**config.mk**
```make
export PLATFORM = sky130hd
export DESIGN_NAME = pipelined_opcode_decoder
export DESIGN_NICKNAME = d
export VERILOG_FILES = /design/src/rtl/pipelined_opcode_decoder.sv
export SDC_FILE = /design/constraint.sdc
export NUM_CORES = 1
export LEC_CHECK = 0
export CAP_MARGIN = 0
export CELL_PAD_IN_SITES_DETAIL_PLACEMENT = 0
export CELL_PAD_IN_SITES_GLOBAL_PLACEMENT = 2
export CORE_MARGIN = 1
export CORE_UTILIZATION = 28
export DETAILED_ROUTE_END_ITERATION = 7
export PLACE_DENSITY_LB_ADDON = 0.1
export SYNTH_ARGS = -nofsm -noshare
export SYNTH_HDL_FRONTEND = slang
export SYNTH_SLANG_ARGS = --single-unit
```
**constraint.sdc**
```tcl
create_clock -name clk -period 1.87 [get_ports clk]
set_input_delay 0.187 -clock clk [delete_from_list [all_inputs] [get_ports clk]]
set_output_delay 0.187 -clock clk [all_outputs]
set_load 0.005 [all_outputs]
```
**src/rtl/pipelined_opcode_decoder.sv**
```systemverilog
// RV32I opcode/funct decoder with a PIPE_DEPTH-stage registered control bundle, valid/stall/flush
// and a saturating illegal-instruction counter. Define OPDEC_MEXT_EN to accept M-extension R-type ops.
module pipelined_opcode_decoder #(
  parameter int PIPE_DEPTH    = 2,
  parameter int ILLEGAL_CNT_W = 8
) (
  input  logic                     clk,
  input  logic                     reset,
  input  logic                     in_valid,
  input  logic [31:0]              in_instr,
  input  logic                     stall,
  input  logic                     flush,
  output logic                     out_valid,
  output logic                     RegWrite,
  output logic [2:0]               ImmSrc,
  output logic                     PCAdderSrc,
  output logic                     ALUSrcA,
  output logic                     ALUSrcB,
  output logic                     MemWrite,
  output logic [1:0]               ResultSrc,
  output logic                     Branch,
  output logic                     Jump,
  output logic [1:0]               ALUOp,
  output logic                     illegal,
  output logic [ILLEGAL_CNT_W-1:0] illegal_count
);

  typedef struct packed {
    logic       reg_write;
    logic [2:0] imm_src;
    logic       pc_adder_src;
    logic       alu_src_a;
    logic       alu_src_b;
    logic       mem_write;
    logic [1:0] result_src;
    logic       branch;
    logic       jump;
    logic [1:0] alu_op;
  } ctrl_t;

  typedef struct packed {
    logic  valid;
    logic  illegal;
    ctrl_t ctrl;
  } stage_t;

  localparam logic [6:0] OP_LOAD   = 7'b0000011;
  localparam logic [6:0] OP_IMM    = 7'b0010011;
  localparam logic [6:0] OP_AUIPC  = 7'b0010111;
  localparam logic [6:0] OP_STORE  = 7'b0100011;
  localparam logic [6:0] OP_REG    = 7'b0110011;
  localparam logic [6:0] OP_LUI    = 7'b0110111;
  localparam logic [6:0] OP_BRANCH = 7'b1100011;
  localparam logic [6:0] OP_JALR   = 7'b1100111;
  localparam logic [6:0] OP_JAL    = 7'b1101111;

  // Field order: reg_write_imm_src_pc_adder_src_alu_src_a_alu_src_b_mem_write_result_src_branch_jump_alu_op
  localparam ctrl_t CTRL_LOAD   = 14'b1_000_0_0_1_0_01_0_0_00;
  localparam ctrl_t CTRL_IMM    = 14'b1_000_0_0_1_0_00_0_0_10;
  localparam ctrl_t CTRL_AUIPC  = 14'b1_100_0_1_1_0_00_0_0_00;
  localparam ctrl_t CTRL_STORE  = 14'b0_001_0_0_1_1_00_0_0_00;
  localparam ctrl_t CTRL_REG    = 14'b1_000_0_0_0_0_00_0_0_10;
  localparam ctrl_t CTRL_LUI    = 14'b1_100_0_0_0_0_11_0_0_00;
  localparam ctrl_t CTRL_BRANCH = 14'b0_010_0_0_0_0_00_1_0_01;
  localparam ctrl_t CTRL_JALR   = 14'b1_000_1_0_0_0_10_0_1_00;
  localparam ctrl_t CTRL_JAL    = 14'b1_011_0_0_0_0_10_0_1_00;
`ifdef OPDEC_MEXT_EN
  localparam ctrl_t CTRL_MUL    = 14'b1_000_0_0_0_0_00_0_0_11;
`endif

  logic [6:0] opcode;
  logic [2:0] funct3;
  logic [6:0] funct7;
  logic       unused_instr_fields;

  assign opcode = in_instr[6:0];
  assign funct3 = in_instr[14:12];
  assign funct7 = in_instr[31:25];
  // Register specifiers and immediates are not needed to build the control bundle.
  assign unused_instr_fields = ^{in_instr[24:15], in_instr[11:7]};

  ctrl_t dec_ctrl;
  logic  dec_illegal;

  // NOTE: every signal written here gets a default first so no path leaves it unassigned
  // (which would infer a latch); the all-zero default is also the illegal-instruction bundle.
  always_comb begin
    dec_ctrl    = '0;
    dec_illegal = 1'b0;
    case (opcode)
      OP_LOAD:   dec_ctrl = CTRL_LOAD;
      OP_IMM:    dec_ctrl = CTRL_IMM;
      OP_AUIPC:  dec_ctrl = CTRL_AUIPC;
      OP_STORE:  dec_ctrl = CTRL_STORE;
      OP_LUI:    dec_ctrl = CTRL_LUI;
      OP_BRANCH: dec_ctrl = CTRL_BRANCH;
      OP_JAL:    dec_ctrl = CTRL_JAL;
      OP_REG: begin
        if (funct7 == 7'b0000000 || funct7 == 7'b0100000) begin
          dec_ctrl = CTRL_REG;
        end
`ifdef OPDEC_MEXT_EN
        else if (funct7 == 7'b0000001) begin
          dec_ctrl = CTRL_MUL;
        end
`endif
        else begin
          dec_illegal = 1'b1;
        end
      end
      OP_JALR: begin
        if (funct3 == 3'b000) begin
          dec_ctrl = CTRL_JALR;
        end else begin
          dec_illegal = 1'b1;
        end
      end
      default:   dec_illegal = 1'b1;
    endcase
  end

  stage_t stage_in;
  stage_t pipe_q [PIPE_DEPTH];

  always_comb begin
    stage_in         = '0;
    stage_in.valid   = in_valid;
    stage_in.illegal = dec_illegal;
    stage_in.ctrl    = dec_ctrl;
  end

  // NOTE: only the valid bits are reset; the payload is don't-care while invalid because the
  // outputs are gated by valid, so the wide datapath registers need no reset fan-out.
  always_ff @(posedge clk) begin
    if (reset || flush) begin
      for (int k = 0; k < PIPE_DEPTH; k++) begin
        pipe_q[k].valid <= 1'b0;
      end
    end else if (!stall) begin
      pipe_q[0] <= stage_in;
      for (int k = 1; k < PIPE_DEPTH; k++) begin
        pipe_q[k] <= pipe_q[k-1];
      end
    end
  end

  stage_t out_stage;
  ctrl_t  out_ctrl;

  always_comb begin
    out_stage = pipe_q[PIPE_DEPTH-1];
    out_ctrl  = out_stage.valid ? out_stage.ctrl : '0;
  end

  assign out_valid  = out_stage.valid;
  assign illegal    = out_stage.valid & out_stage.illegal;
  assign RegWrite   = out_ctrl.reg_write;
  assign ImmSrc     = out_ctrl.imm_src;
  assign PCAdderSrc = out_ctrl.pc_adder_src;
  assign ALUSrcA    = out_ctrl.alu_src_a;
  assign ALUSrcB    = out_ctrl.alu_src_b;
  assign MemWrite   = out_ctrl.mem_write;
  assign ResultSrc  = out_ctrl.result_src;
  assign Branch     = out_ctrl.branch;
  assign Jump       = out_ctrl.jump;
  assign ALUOp      = out_ctrl.alu_op;

  // An illegal instruction is counted as it leaves the output stage, i.e. on a retiring edge.
  logic [ILLEGAL_CNT_W-1:0] cnt_q;

  always_ff @(posedge clk) begin
    if (reset) begin
      cnt_q <= '0;
    end else if (!flush && !stall && illegal && (cnt_q != '1)) begin
      cnt_q <= cnt_q + ILLEGAL_CNT_W'(1);
    end
  end

  assign illegal_count = cnt_q;

endmodule

```
==> summary.txt <==
Place
  • Port-buffer cells: between 40 and 50
  • Post-Place Worst Slack: between 0.03 and 0.04 ns
  • Hpwl dp: about 2800 um
  • Final Wtd Congestion: 0.804

Detailed routing
  • Detailed Routing Iterations Pass 1: 4
  • DR vias/cell: 4.57
  • Drt wl/cell: ~12 um
  • Initial DRC count: 37
  • Final ANT Viol Nets: 0
  • DR vias: approximately 1400
  • Final wirelength: about 3600 um
  • DRC Markers: 0

Setup path
  • Crit path kind: flip-flop to output pin
  • Worst EP arrival: 1.51 ns
  • Worst setup EP type: output pin
  • Startpoint types: flip-flop
  • CP Max Fanout: 13
  • CP Data Required Time: around 1.7 ns

Timing
  • Actual slew at the worst max-slew pin: roughly 0.47 ns
  • Final period util: between 90% and 100%
  • Final slew viol count: 0
  • Final setup fails: 0
  • Hold Fails Final Rpt: 0
  • Relative slew slack: 68.4%
  • RSZ-0062 raised after global routing: no
  • Fin Setup TNS: 0 ns
  • Crit path setup slack, layout: between 0.15 and 0.2 ns
  • Fmax: 590 MHz
  • Hold WS: about 0.52 ns
  • Fin crit period: approximately 1.7 ns
  • Final Skew: slightly above 0.004 ns

Clock tree
  • Post-cts resize count: 0
  • Number of buffers created by CTS: 5
  • Clock Path Buffers: 2
  • Clk root buf: clkbuf_8
  • CTS clk-pin slew, worst paths: 0.07 ns
  • # clock sinks: 38
  • H-tree depth: 2
  • Hold buffer count at cts: 0
  • CTS tree: done
  • Worst-skew pair later-pin latency: between 0.2 and 0.3 ns
  • Setup Fix Bufs, Post-CTS: 0

Yosys
  • Cells after synthesis: ~160
  • Mapped Area: 0.00183 mm2
  • Multiplexer share of the synthesized area: less than 1%
  • Synthesized net count: 201
  • Main combinational cell family by area after synthesis: simple AND/OR/NAND/NOR gates
  • Simple-gate share of the synthesized area: between 20 and 30%
  • Adder-cell area share of the yosys netlist: less than 1%
  • Post-synthesis cell type count: 40
  • Post-synthesis xor/xnor area fraction: around 2.9%
  • Yosys reg bits: 38
  • Sequential-to-total area share from yosys stat: 58.0%
  • Synth Area in Compound Gates: under 10%
  • Yosys warnings: 0
  • Syn Area/Cell: roughly 11 um2

Min path
  • Worst hold path type: flip-flop to flip-flop

Die
  • I/O pin cnt: 61
  • Initial Utilization: between 20% and 30%
  • Die width: 82.8 um
  • Std cell rows: 29
  • Core area: approximately 0.0063 mm2
  • Die Span Y: between 80 and 90 um
  • Die area: around 0.0069 mm2

Power and ir drop
  • Power Dens Cells: between 600 and 700 mW/mm2
  • Peak VDD IR: ~0.26 mV
  • Static leakage: about 0.9 nW

Global route
  • Vias in the first global route: around 1300
  • Total grt overflow: 0
  • Pin count of the biggest net entering global routing: 18
  • Initial antenna violation count: 0
  • First-pass GRT wire length: between 5000 and 6000 um
  • GRT Overall Usage: a little over a tenth

Status
  • Status: completed

Finish
  • Layout cells sized above 1: 13.1%
  • Nets: 260
  • Post-layout util: about 40%
  • Synthesis-to-layout area growth: 38.9%
  • Ant. Diodes: 0

Run
  • Max Cap Violations: 0
==> worst paths after layout <==
check,startpoint,to,slack [ns],cells after the start
worst max register to register,illegal_count[0],illegal_count[7],0.28,5
worst min register to register,pipe_q[0][12],pipe_q[0][28],0.52,1
worst max-delay path,pipe_q[0][31],Branch,0.17,3
worst min-delay path,pipe_q[0][12],pipe_q[0][28],0.52,1
==> cells by family (layout without fill, tap and decap cells) <==
kind of cell | Yosys count | in the layout
flops | 38 | 38
simple gates | 88 | 88
mux | 1 | 1
compound gates | 18 | 18
xor+xnor | 6 | 6
fa+ha+maj | 1 | 1
buf+inv | 11 | 70
==> routing by layer <==
layer / track usage [%] / part of all wire, % / vias up
met2: 16.4 / 44 / 39
met3: 2.98 / 4.7 / 5
met5: 0 / 0 / -
met4: 5.17 / 2.1 / 0
met1: 14.6 / 49 / 626
li1: - / - / 695
==> registers in the layout (all words and copies together), names as in the netlist <==
register / flops
pipe_q: 30
illegal_count: 8
==> where the power goes <==
part           internal (mW)  switching [mW]  total [mW]  leakage, nW
clock network          0.256           0.258       0.514       0.0383
registers              0.926         0.00407       0.931        0.344
logic                 0.0884          0.0640       0.152        0.503
==> critical path, stage by stage, from the launching register on <==
cell	delay (ns)
edfxtp_1	0.39
buf_4	0.19
and2_1	0.15
clkdlybuf4s50_1	0.50
==> stage by stage <==
stage | area (um2) | cells | power, mW
floorplan | 1830 | 163 | 1.01
global placement | 2460 | 292 | 1.10
detailed placement | 2460 | 292 | 1.10
CTS | 2540 | 299 | 1.62
global route | 2540 | 299 | 1.66
finish | 2540 | 299 | 1.60
==> cell type report <==
class,count,area (um2)
fillers,654,3770
repair buffers,60,586
clock buffers,7,76.3
inverters,3,11.3
well taps,77,96.3
flip-flops and latches,38,1060
multi-input cells,114,709
==> layout by cell type, fill, tap and decap left out, types with 5 or more instances in the layout <==
master,instances
clkbuf_8,5
a21oi_1,5
nor2_1,18
nand2_1,8
xor2_1,5
clkdlybuf4s50_1,44
edfxtp_1,30
and2_1,30
dfxtp_1,8
buf_4,14
==> synthesized netlist by cell type, drive strengths merged <==
| cell | n | area (um2) |
|---|---|---|
| and2 | 30 | 188 |
| edfxtp | 30 | 901 |
| nor2 | 18 | 67.6 |
| nand2 | 9 | 36.3 |
| dfxtp | 8 | 160 |
| buf | 6 | 38.8 |
| or3 | 6 | 47.5 |
| a21oi | 5 | 25.0 |
| xor2 | 5 | 43.8 |
| nand3 | 4 | 20.0 |
| nor3 | 4 | 25.0 |
| o21ai | 4 | 20.0 |
| inv | 3 | 11.3 |
| nand4 | 3 | 18.8 |
| nor3b | 3 | 27.5 |
| o211ai | 3 | 22.5 |
| and4bb | 2 | 25.0 |
| clkbuf | 2 | 7.51 |
| nand3b | 2 | 15.0 |
| nor2b | 2 | 12.5 |
| a2111oi | 1 | 10.0 |
| a211o | 1 | 8.76 |
| a21boi | 1 | 7.51 |
| a21o | 1 | 7.51 |
| a31oi | 1 | 6.26 |
| a32oi | 1 | 8.76 |
| and3 | 1 | 6.26 |
| ha | 1 | 12.5 |
| mux2i | 1 | 10.0 |
| nand2b | 1 | 6.26 |
| nor4 | 1 | 6.26 |
| nor4bb | 1 | 10.0 |
| or2 | 1 | 6.26 |
| xnor2 | 1 | 8.76 |
Power figures use the tool's default switching activity.
